==> src/rtl/psram_pkg.sv <==
// Shared constants for the PSRAM command-port arbiter: FSM encoding and defaults.
// The timeout default is derived from the controller access latency.
package psram_pkg;

  typedef logic [1:0] state_t;

  localparam state_t ST_IDLE   = 2'd0;
  localparam state_t ST_ISSUED = 2'd1;
  localparam state_t ST_WAIT   = 2'd2;

  localparam int PSRAM_AW      = 22;
  localparam int PSRAM_LATENCY = 10;

  function automatic int max_int(input int a, input int b);
    return (a > b) ? a : b;
  endfunction

  // Slowest access (read) plus one cycle of margin before declaring the controller stuck.
  localparam int PSRAM_TIMEOUT = max_int(5 + 2 * PSRAM_LATENCY, 10 + 2 * PSRAM_LATENCY) + 1;

endpackage

==> src/rtl/rr_pick.sv <==
// Combinational round-robin selector: first requester scanning upward from i_last+1 with wrap.
// Zero latency; o_vld low when nobody requests.
module rr_pick #(
  parameter int NPORTS = 2,
  parameter int GW     = $clog2(NPORTS)
) (
  input  logic [NPORTS-1:0] i_req,
  input  logic [GW-1:0]     i_last,
  output logic [GW-1:0]     o_win,
  output logic              o_vld
);

  always_comb begin
    int v_idx;
    o_win = '0;
    o_vld = 1'b0;
    v_idx = 0;
    // Scan from the farthest candidate down so the nearest requester overrides.
    for (int k = NPORTS; k >= 1; k--) begin
      v_idx = (int'(i_last) + k) % NPORTS;
      if (i_req[v_idx[GW-1:0]]) begin
        o_win = v_idx[GW-1:0];
        o_vld = 1'b1;
      end
    end
  end

endmodule

==> src/rtl/psram_arbiter.sv <==
// Round-robin arbiter sharing one PsramController command port; command one cycle after req.
// Holds off while mem_busy is high; aborts with ack+err after TIMEOUT cycles of busy.
module psram_arbiter
  import psram_pkg::*;
#(
  parameter int NPORTS  = 2,
  parameter int AW      = PSRAM_AW,
  parameter int TIMEOUT = PSRAM_TIMEOUT,
  parameter int TW      = 5
) (
  input  logic                       clk,
  input  logic                       reset,
  input  logic [NPORTS-1:0]          req,
  input  logic [NPORTS-1:0]          we,
  input  logic [NPORTS-1:0]          byte_we,
  input  logic [NPORTS*AW-1:0]       addr,
  input  logic [NPORTS*16-1:0]       wdata,
  output logic [NPORTS-1:0]          ack,
  output logic                       err,
  output logic [15:0]                rdata,
  output logic [7:0]                 rdata_byte,
  output logic [$clog2(NPORTS)-1:0]  grant,
  output logic                       timeout_sticky,
  output logic                       mem_read,
  output logic                       mem_write,
  output logic                       mem_byte_write,
  output logic [AW-1:0]              mem_addr,
  output logic [15:0]                mem_din,
  input  logic [15:0]                mem_dout,
  input  logic                       mem_busy
);

  localparam int GW = $clog2(NPORTS);

  state_t            r_state, w_next;
  logic [TW-1:0]     r_cnt;
  logic [GW-1:0]     r_last, r_grant, w_win;
  logic              r_we, r_a0, w_vld;
  logic [NPORTS-1:0] r_ack;
  logic              r_err, r_sticky, r_mem_read, r_mem_write, r_mem_bw;
  logic [15:0]       r_rdata, r_mem_din;
  logic [7:0]        r_rdata_byte;
  logic [AW-1:0]     r_mem_addr;
  logic              w_issue, w_done, w_tout, w_fin, w_we, w_bw;
  logic [AW-1:0]     w_addr;
  logic [15:0]       w_wd;

  rr_pick #(.NPORTS(NPORTS), .GW(GW)) u_pick (
    .i_req  (req),
    .i_last (r_last),
    .o_win  (w_win),
    .o_vld  (w_vld)
  );

  always_ff @(posedge clk or posedge reset) begin
    if (reset) r_state <= ST_IDLE;
    else       r_state <= w_next;
  end

  always_comb begin
    w_next = r_state;
    case (r_state)
      ST_IDLE:   if (w_issue) w_next = ST_ISSUED;
      ST_ISSUED: w_next = ST_WAIT;
      ST_WAIT:   if (w_fin) w_next = ST_IDLE;
      default:   w_next = ST_IDLE;
    endcase
  end

  always_comb begin
    w_we    = we[w_win];
    w_bw    = byte_we[w_win];
    w_addr  = addr[int'(w_win)*AW +: AW];
    w_wd    = wdata[int'(w_win)*16 +: 16];
    w_issue = (r_state == ST_IDLE) && !mem_busy && w_vld;
    w_done  = (r_state == ST_WAIT) && !mem_busy;
    // Busy is ignored in ISSUED: the controller raises it one cycle after the pulse.
    w_tout  = (r_state == ST_WAIT) && mem_busy && (r_cnt == TW'(TIMEOUT));
    w_fin   = w_done || w_tout;
  end

  always_ff @(posedge clk or posedge reset) begin
    if (reset) begin
      r_cnt        <= '0;
      r_last       <= GW'(NPORTS - 1);
      r_grant      <= '0;
      r_we         <= 1'b0;
      r_a0         <= 1'b0;
      r_ack        <= '0;
      r_err        <= 1'b0;
      r_sticky     <= 1'b0;
      r_rdata      <= '0;
      r_rdata_byte <= '0;
      r_mem_read   <= 1'b0;
      r_mem_write  <= 1'b0;
      r_mem_bw     <= 1'b0;
      r_mem_addr   <= '0;
      r_mem_din    <= '0;
    end else begin
      r_mem_read  <= w_issue && !w_we;
      r_mem_write <= w_issue && w_we;
      r_mem_bw    <= w_issue && w_we && w_bw;
      r_ack       <= '0;
      r_err       <= 1'b0;
      if (w_issue) begin
        r_grant    <= w_win;
        r_we       <= w_we;
        r_a0       <= w_addr[0];
        r_mem_addr <= w_addr;
        r_mem_din  <= w_bw ? {w_wd[7:0], w_wd[7:0]} : w_wd;
      end
      if (r_state == ST_ISSUED) r_cnt <= TW'(1);
      else if (w_fin)           r_cnt <= '0;
      else if (r_state == ST_WAIT) r_cnt <= r_cnt + 1'b1;
      if (w_fin) begin
        r_ack[r_grant] <= 1'b1;
        r_last         <= r_grant;
      end
      if (w_done && !r_we) begin
        r_rdata      <= mem_dout;
        r_rdata_byte <= r_a0 ? mem_dout[15:8] : mem_dout[7:0];
      end
      if (w_tout) begin
        r_err    <= 1'b1;
        r_sticky <= 1'b1;
      end
    end
  end

  assign ack            = r_ack;
  assign err            = r_err;
  assign rdata          = r_rdata;
  assign rdata_byte     = r_rdata_byte;
  assign grant          = r_grant;
  assign timeout_sticky = r_sticky;
  assign mem_read       = r_mem_read;
  assign mem_write      = r_mem_write;
  assign mem_byte_write = r_mem_bw;
  assign mem_addr       = r_mem_addr;
  assign mem_din        = r_mem_din;

endmodule

==> config.mk <==
export PLATFORM = sky130hd
export DESIGN_NAME = psram_arbiter
export DESIGN_NICKNAME = d
export VERILOG_FILES = /design/src/rtl/psram_pkg.sv /design/src/rtl/rr_pick.sv /design/src/rtl/psram_arbiter.sv
export SDC_FILE = /design/constraint.sdc
export NUM_CORES = 1
export LEC_CHECK = 0
export ABC_AREA = 1
export CAP_MARGIN = 20
export CORE_MARGIN = 4
export CORE_UTILIZATION = 45
export DETAILED_ROUTE_END_ITERATION = 6
export PLACE_DENSITY = 0.87
export SKIP_CTS_REPAIR_TIMING = 1
export SYNTH_ARGS = -nofsm -noshare
export SYNTH_HDL_FRONTEND = slang
export SYNTH_HIERARCHICAL = 1
export SYNTH_SLANG_ARGS = --single-unit
==> constraint.sdc <==
create_clock -name clk -period 7.8 [get_ports clk]
set_input_delay 1.56 -clock clk [delete_from_list [all_inputs] [get_ports clk]]
set_output_delay 1.56 -clock clk [all_outputs]
set_load 0.01 [all_outputs]
# Word-level counts from Yosys, hierarchy flattened

Cells that the tools add are included.

Multiplexer cells: 24
Multiply operators: 1
$lt $le $gt $ge: 5
Add/subtract/negate cells: 3
Eq/ne operators: 5
Reduce and logical (&&, ||, !) cells: 17
Shift-type cells: 2

Operator list:

| cell                                                 | number |
|---|---|
| variable part select 44 x 7 -> 22 bit                | 1 |
| variable part select 32 x 6 -> 16 bit                | 1 |
| two-way mux 16 bit                                   | 1 |
| two-way mux 5 bit                                    | 3 |
| two-way mux 1 bit                                    | 14 |
| logical AND 1 bit                                    | 10 |
| < comparator 1 x 2 -> 1 bit (second input constant)  | 4 |
| two-way mux 8 bit                                    | 1 |
| two-way mux 2 bit                                    | 3 |
| case mux 2 bit (3 select lines)                      | 1 |
| adder 5 x 1 -> 5 bit (second input constant)         | 1 |
| equality test 5 bit (second input constant)          | 1 |
| multiplier 1 x 4 -> 5 bit (second input constant)    | 1 |
| != test 2 bit (second input constant)                | 2 |
| zero test 1 bit                                      | 3 |
| nonzero test 3 bit                                   | 1 |
| adder 1 bit (second input constant)                  | 2 |
| equality test 2 x 1 -> 1 bit (second input constant) | 1 |
| equality test 2 bit (second input constant)          | 1 |
| zero test 2 bit                                      | 1 |
| AND reduction 2 bit                                  | 1 |
| demux 1 bit (select 1 bit)                           | 1 |
| >= comparator 1 bit (second input constant)          | 1 |
| logical OR 1 bit                                     | 1 |

Register bits: 80
Output and inout port bits: 70

# Depth between registers and ports, before layout

Word-level depth: 9
Mapped depth: 10

# Modules after synthesis

The synthesis kept the hierarchy.

Modules (own cells, without submodules):

| module        | instances | area each (um^2) | cells each |
|---|---|---|---|
| psram_arbiter | 1         | 3719.8           | 477 |
| rr_pick       | 1         | 15.0             | 3 |

# Worst setup path before layout

Ideal clock, no wire load.

Path kind: in2reg
Start point: input req[1]
End point: register r_mem_din[10] (netlist: mem_din[10])
Setup time: 117 ps
Path slack: 5242 ps
Data required time: 7683 ps
Arrival: 2442 ps
Path buffers: 1
Cell stages on the path: 10
Cells stage by stage: inv_1 > a21oi_1 > inv_2 > buf_4 > nand2_1 > nand2_1 > nand2_1 > nand2_1 > nand2_1 > nand2_1

Longest elaborated chain between the ends: 7

Ends and longest elaborated chain:

| what                                                                                          | RTL line             | RTL |
|---|---|---|
| start, declared                                                                               | psram_arbiter.sv:13  | `input logic [NPORTS-1:0] req,` |
| two-way mux 1 bit (implied by the code) (2 in series)                                         | rr_pick.sv:21        | `if (i_req[v_idx[GW-1:0]]) begin` |
| two-way mux 1 bit                                                                             | rr_pick.sv:21        |  |
| two-way mux 1 bit *                                                                           | rr_pick.sv:21        |  |
| named net w_win                                                                               | psram_arbiter.sv:37  | `logic [GW-1:0] r_last, r_grant, w_win;` |
| parallel branches: the longest is 2 deep, another holds variable part select 32 x 6 -> 16 bit | --                   |  |
| two-way mux 16 bit *                                                                          | psram_arbiter.sv:110 | `r_mem_din <= w_bw ? {w_wd[7:0], w_wd[7:0]} : w_wd;` |
| end signal, assigned                                                                          | psram_arbiter.sv:110 |  |
| end, declared                                                                                 | psram_arbiter.sv:41  | `logic [15:0] r_rdata, r_mem_din;` |

Mark *: on every way through the listed nets, which the timed path passes. The select of a mux whose other input is x is not followed.
A chain may end at the register's enable or synchronous reset.

# Worst setup path after layout

Start point: input req[1]
End point: register r_mem_din[9] (netlist: mem_din[9])

The elaborated chain is that of the path after synthesis.

==> flow_summary.rst <==
.. list-table::
   :header-rows: 1

   * - Metric
     - Value
   * - Status
     - finished clean
   * - Final clock skew
     - ~0.010 ns
   * - Count of antenna-violating nets left after detailed routing
     - 0
   * - Port-buffer cells
     - 170
   * - Critical path endpoint category
     - register
   * - Placement Rows
     - 32
   * - Clock tree buffer depth
     - 2
   * - Worst slew pin tran
     - approximately 1.1 ns
   * - Post-synthesis cell type count
     - 23
   * - Sequential area share after synthesis
     - a little over half
   * - Area of the multi-input gates
     - 0.00151 mm2
   * - Die area
     - between 0.009 and 0.01 mm2
   * - Most used cell, CP
     - sky130_fd_sc_hd__nand2_1
   * - Detailed-route via count
     - between 3000 and 4000
   * - Crit path required time
     - 8.02 ns
   * - Total setup violations reported at the end of the flow
     - 0
   * - Final layout net count
     - 749
   * - Total congestion overflow
     - 0
   * - Worst slew slack as a fraction of its limit
     - a little under 30%
   * - Root Buffer Master
     - sky130_fd_sc_hd__clkbuf_8
   * - Worst vdd rail ir drop
     - ~130 uV
   * - Pre-CTS setup slack
     - approximately 3.5 ns
   * - Total of max-cap violations
     - 0
   * - Met2 wire length
     - between 5000 and 6000 um
   * - Drt drc
     - 0
   * - Peak Freq
     - between 0.2 and 0.3 GHz
   * - Most common cell after layout, fill and taps aside
     - sky130_fd_sc_hd__nand2_1
   * - Last element of the critical path
     - mem_din[9]$_DFFE_PP0P_
   * - Placer's final routability congestion estimate
     - about 0.84
   * - Mapped Cells
     - between 400 and 500
   * - CP max-delay cell
     - sky130_fd_sc_hd__a21oi_4
   * - Final worst-path setup slack
     - 3.91 ns
   * - Largest fanout of any net on the critical path
     - 42
   * - Met3 WL post-DR
     - around 870 um
   * - Final hold violations
     - 0
   * - Count of yosys warnings during synthesis
     - 6
   * - Static Leak
     - between 0.002 and 0.003 uW
   * - Crit-path cells
     - clkdlybuf4s50_1 -> inv_1 -> a21oi_4 -> inv_2 -> nand2_1 -> nand2_1 -> nand2_1 -> nand2_1 -> nand2_1 -> nand2_1
   * - Antenna violations before repair
     - 0
   * - CTS tree
     - yes
   * - Uppermost routed layer
     - met4
   * - Arrival time at the worst endpoint
     - 4.11 ns
   * - Metal1 wirelength
     - 4280 um
   * - Wire length per cell after detailed routing
     - 14.3 um
   * - Total wire length after detailed routing
     - ~11000 um
   * - Average instance area after synthesis
     - slightly below 8 um2
   * - Endpoint of the most critical register-to-register path
     - mem_din[9]$_DFFE_PP0P_
   * - Layout cell share with drive strength beyond 1
     - 4.33%
   * - Number of iterations in the first detailed-routing pass
     - 4
   * - H-tree Lvls
     - 3
   * - Seq. cell area
     - around 0.002 mm2
   * - First-pass GRT wire length
     - 17600 um
   * - Clk sink count
     - 79
   * - Effective utilization at floorplan
     - between 40% and 50%
   * - Number of buffers created by CTS
     - 9
   * - Synth Cell Area
     - between 0.003 and 0.004 mm2
   * - Setup slack, reg-to-reg
     - between 5 and 6 ns
   * - Die H
     - ~100 um
   * - Filler instances
     - between 500 and 600
   * - Global Route Usage Sum
     - approximately 22%
   * - Final critical delay including setup and external delays
     - roughly 3.9 ns
   * - Synth-to-layout area growth
     - 51.6%
   * - Max incr delay on CP
     - 0.79 ns
   * - Power density over cell area
     - between 300 and 400 mW/mm2
   * - Antenna Diode Count
     - 0
   * - Insertion delay of the later-clocked pin in the worst-skew pair
     - around 0.34 ns
   * - RSZ-0062 raised after global routing
     - false
   * - Largest net degree at the start of global routing
     - 80
   * - Depth of the worst register-to-register path
     - 8
   * - Reg2reg start
     - r_last$_DFFE_PP1P_
   * - Post-synthesis register bit count
     - between 70 and 80
   * - Design area
     - between 0.005 and 0.006 mm2
   * - Most frequent cells in the layout
     - sky130_fd_sc_hd__nand2_1, sky130_fd_sc_hd__clkdlybuf4s50_1, sky130_fd_sc_hd__dfrtp_1, sky130_fd_sc_hd__nor2_1
   * - CTS clk-pin slew, worst paths
     - approximately 0.080 ns
   * - Number of global-route vias before repair
     - 3734
   * - Number of DRC violations after detailed-routing iteration 0
     - 164
   * - Total negative slack for setup checks
     - 0 ns
   * - Instance area after placement
     - around 0.0055 mm2
   * - Startpoint class of the critical path
     - primary input
   * - Number of nets produced by synthesis
     - just under 600
   * - Number of slew-limit violations in the final report
     - 0
   * - Worst setup path start
     - req[1]
   * - I/O pins
     - about 170
   * - Via-per-instance ratio
     - about 5
   * - Hold Crit Class
     - register to register
   * - Fin crit share
     - 49.8%
   * - Area of the core region
     - 0.00789 mm2
   * - Width of the die
     - between 90 and 100 um
   * - Critical path start-end classification
     - primary input to register
   * - Hold depth
     - 1
   * - Total half-perimeter wirelength after legalization and detailed placement
     - 7910 um
power breakdown:
part	leakage, uW	internal, uW	switching [uW]	total (uW)
Sequential	0.000961	591	120	711
Clock	0.0000893	124	145	269
Combinational	0.00170	456	428	884
kinds of logic (layout without fill, tap and decap cells):
family	count (synthesis)	after routing	synth area share, %
flip-flops	79	79	53.0
AO/OA/AOI/OAI	55	55	8.41
AND/OR/NAND/NOR	284	284	29.3
adder cells (fa/ha/maj)	7	7	2.34
buffers and inverters	55	221	6.97
stage by stage:
| stage | instances | total power [uW] | hold slack (ns) | utilization (%) |
|---|---|---|---|---|
| finish | 748 | 1860 | 0.471 | 71.8 |
| global route | 748 | 2010 | 0.506 | 71.8 |
| CTS | 747 | 1880 | 0.482 | 71.4 |
| detailed placement | 731 | 1600 | 0.463 | 69.2 |
| global placement | 731 | 1560 | 0.454 | 69.2 |
| floorplan | 480 | 1130 | 0.455 | - |
registers in the layout, indices dropped and copies added (netlist names):
| signal | count |
|---|---|
| ack | 2 |
| err | 1 |
| grant | 1 |
| mem_addr | 22 |
| mem_byte_write | 1 |
| mem_din | 16 |
| mem_read | 1 |
| mem_write | 1 |
| r_cnt | 5 |
| r_last | 1 |
| r_state | 2 |
| r_we | 1 |
| rdata | 16 |
| rdata_byte | 8 |
| timeout_sticky | 1 |
layout make-up:
class / count / share of cell area, %
clock buffers: 11 / 2.50
clock inverters: 5 / 0.619
inverters: 32 / 2.14
multi-input cells: 346 / 26.7
flip-flops and latches: 79 / 34.9
well taps: 102 / 2.25
repair buffers: 173 / 30.8
cells in the mapped netlist:
master	number	area share [%]
sky130_fd_sc_hd__o21ai_1	1	0.13
sky130_fd_sc_hd__o21ai_2	1	0.23
sky130_fd_sc_hd__nor2_2	1	0.17
sky130_fd_sc_hd__inv_1	29	2.9
sky130_fd_sc_hd__and2_1	1	0.17
sky130_fd_sc_hd__buf_4	8	1.6
sky130_fd_sc_hd__or2_1	1	0.17
sky130_fd_sc_hd__or2_2	1	0.17
sky130_fd_sc_hd__ha_1	7	2.3
sky130_fd_sc_hd__nor2_1	35	3.5
sky130_fd_sc_hd__dfrtp_1	78	52
sky130_fd_sc_hd__dfstp_2	1	0.70
sky130_fd_sc_hd__a31oi_1	28	4.7
sky130_fd_sc_hd__buf_2	13	1.7
sky130_fd_sc_hd__nand3_2	1	0.27
sky130_fd_sc_hd__inv_2	3	0.30
sky130_fd_sc_hd__nand2_1	235	24
sky130_fd_sc_hd__a21oi_1	5	0.67
sky130_fd_sc_hd__nand4_1	1	0.17
sky130_fd_sc_hd__buf_6	1	0.30
sky130_fd_sc_hd__o21ai_0	20	2.7
sky130_fd_sc_hd__nand3_1	8	1.1
sky130_fd_sc_hd__clkbuf_1	1	0.10
worst min-delay path by stage:
stage / start / endpoint / slack [ns]
final: timeout_sticky$_DFFE_PP0P_ / timeout_sticky$_DFFE_PP0P_ / 0.47
after detailed placement: timeout_sticky$_DFFE_PP0P_ / timeout_sticky$_DFFE_PP0P_ / 0.46
after CTS: timeout_sticky$_DFFE_PP0P_ / timeout_sticky$_DFFE_PP0P_ / 0.48
after global routing: rdata[8]$_DFFE_PP0P_ / rdata[8]$_DFFE_PP0P_ / 0.51
after global placement: timeout_sticky$_DFFE_PP0P_ / timeout_sticky$_DFFE_PP0P_ / 0.45
after floorplan: r_cnt[4]$_DFFE_PP0P_ / r_cnt[4]$_DFFE_PP0P_ / 0.46
worst max-delay path, delay by kind of cell:
kind	cells	cell delay (ns)
buffers and inverters	3	1.09
AND/OR/NAND/NOR	6	0.65
AO/OA/AOI/OAI	1	0.79
per-layer routing:
| metal | global-route usage [%] | vias up |
|---|---|---|
| li1 | - | 1820 |
| met5 | 0 | - |
| met4 | 7.98 | 0 |
| met3 | 6.31 | 20 |
| met2 | 38.3 | 152 |
| met1 | 26.1 | 1739 |
Power figures use the tool's default switching activity.
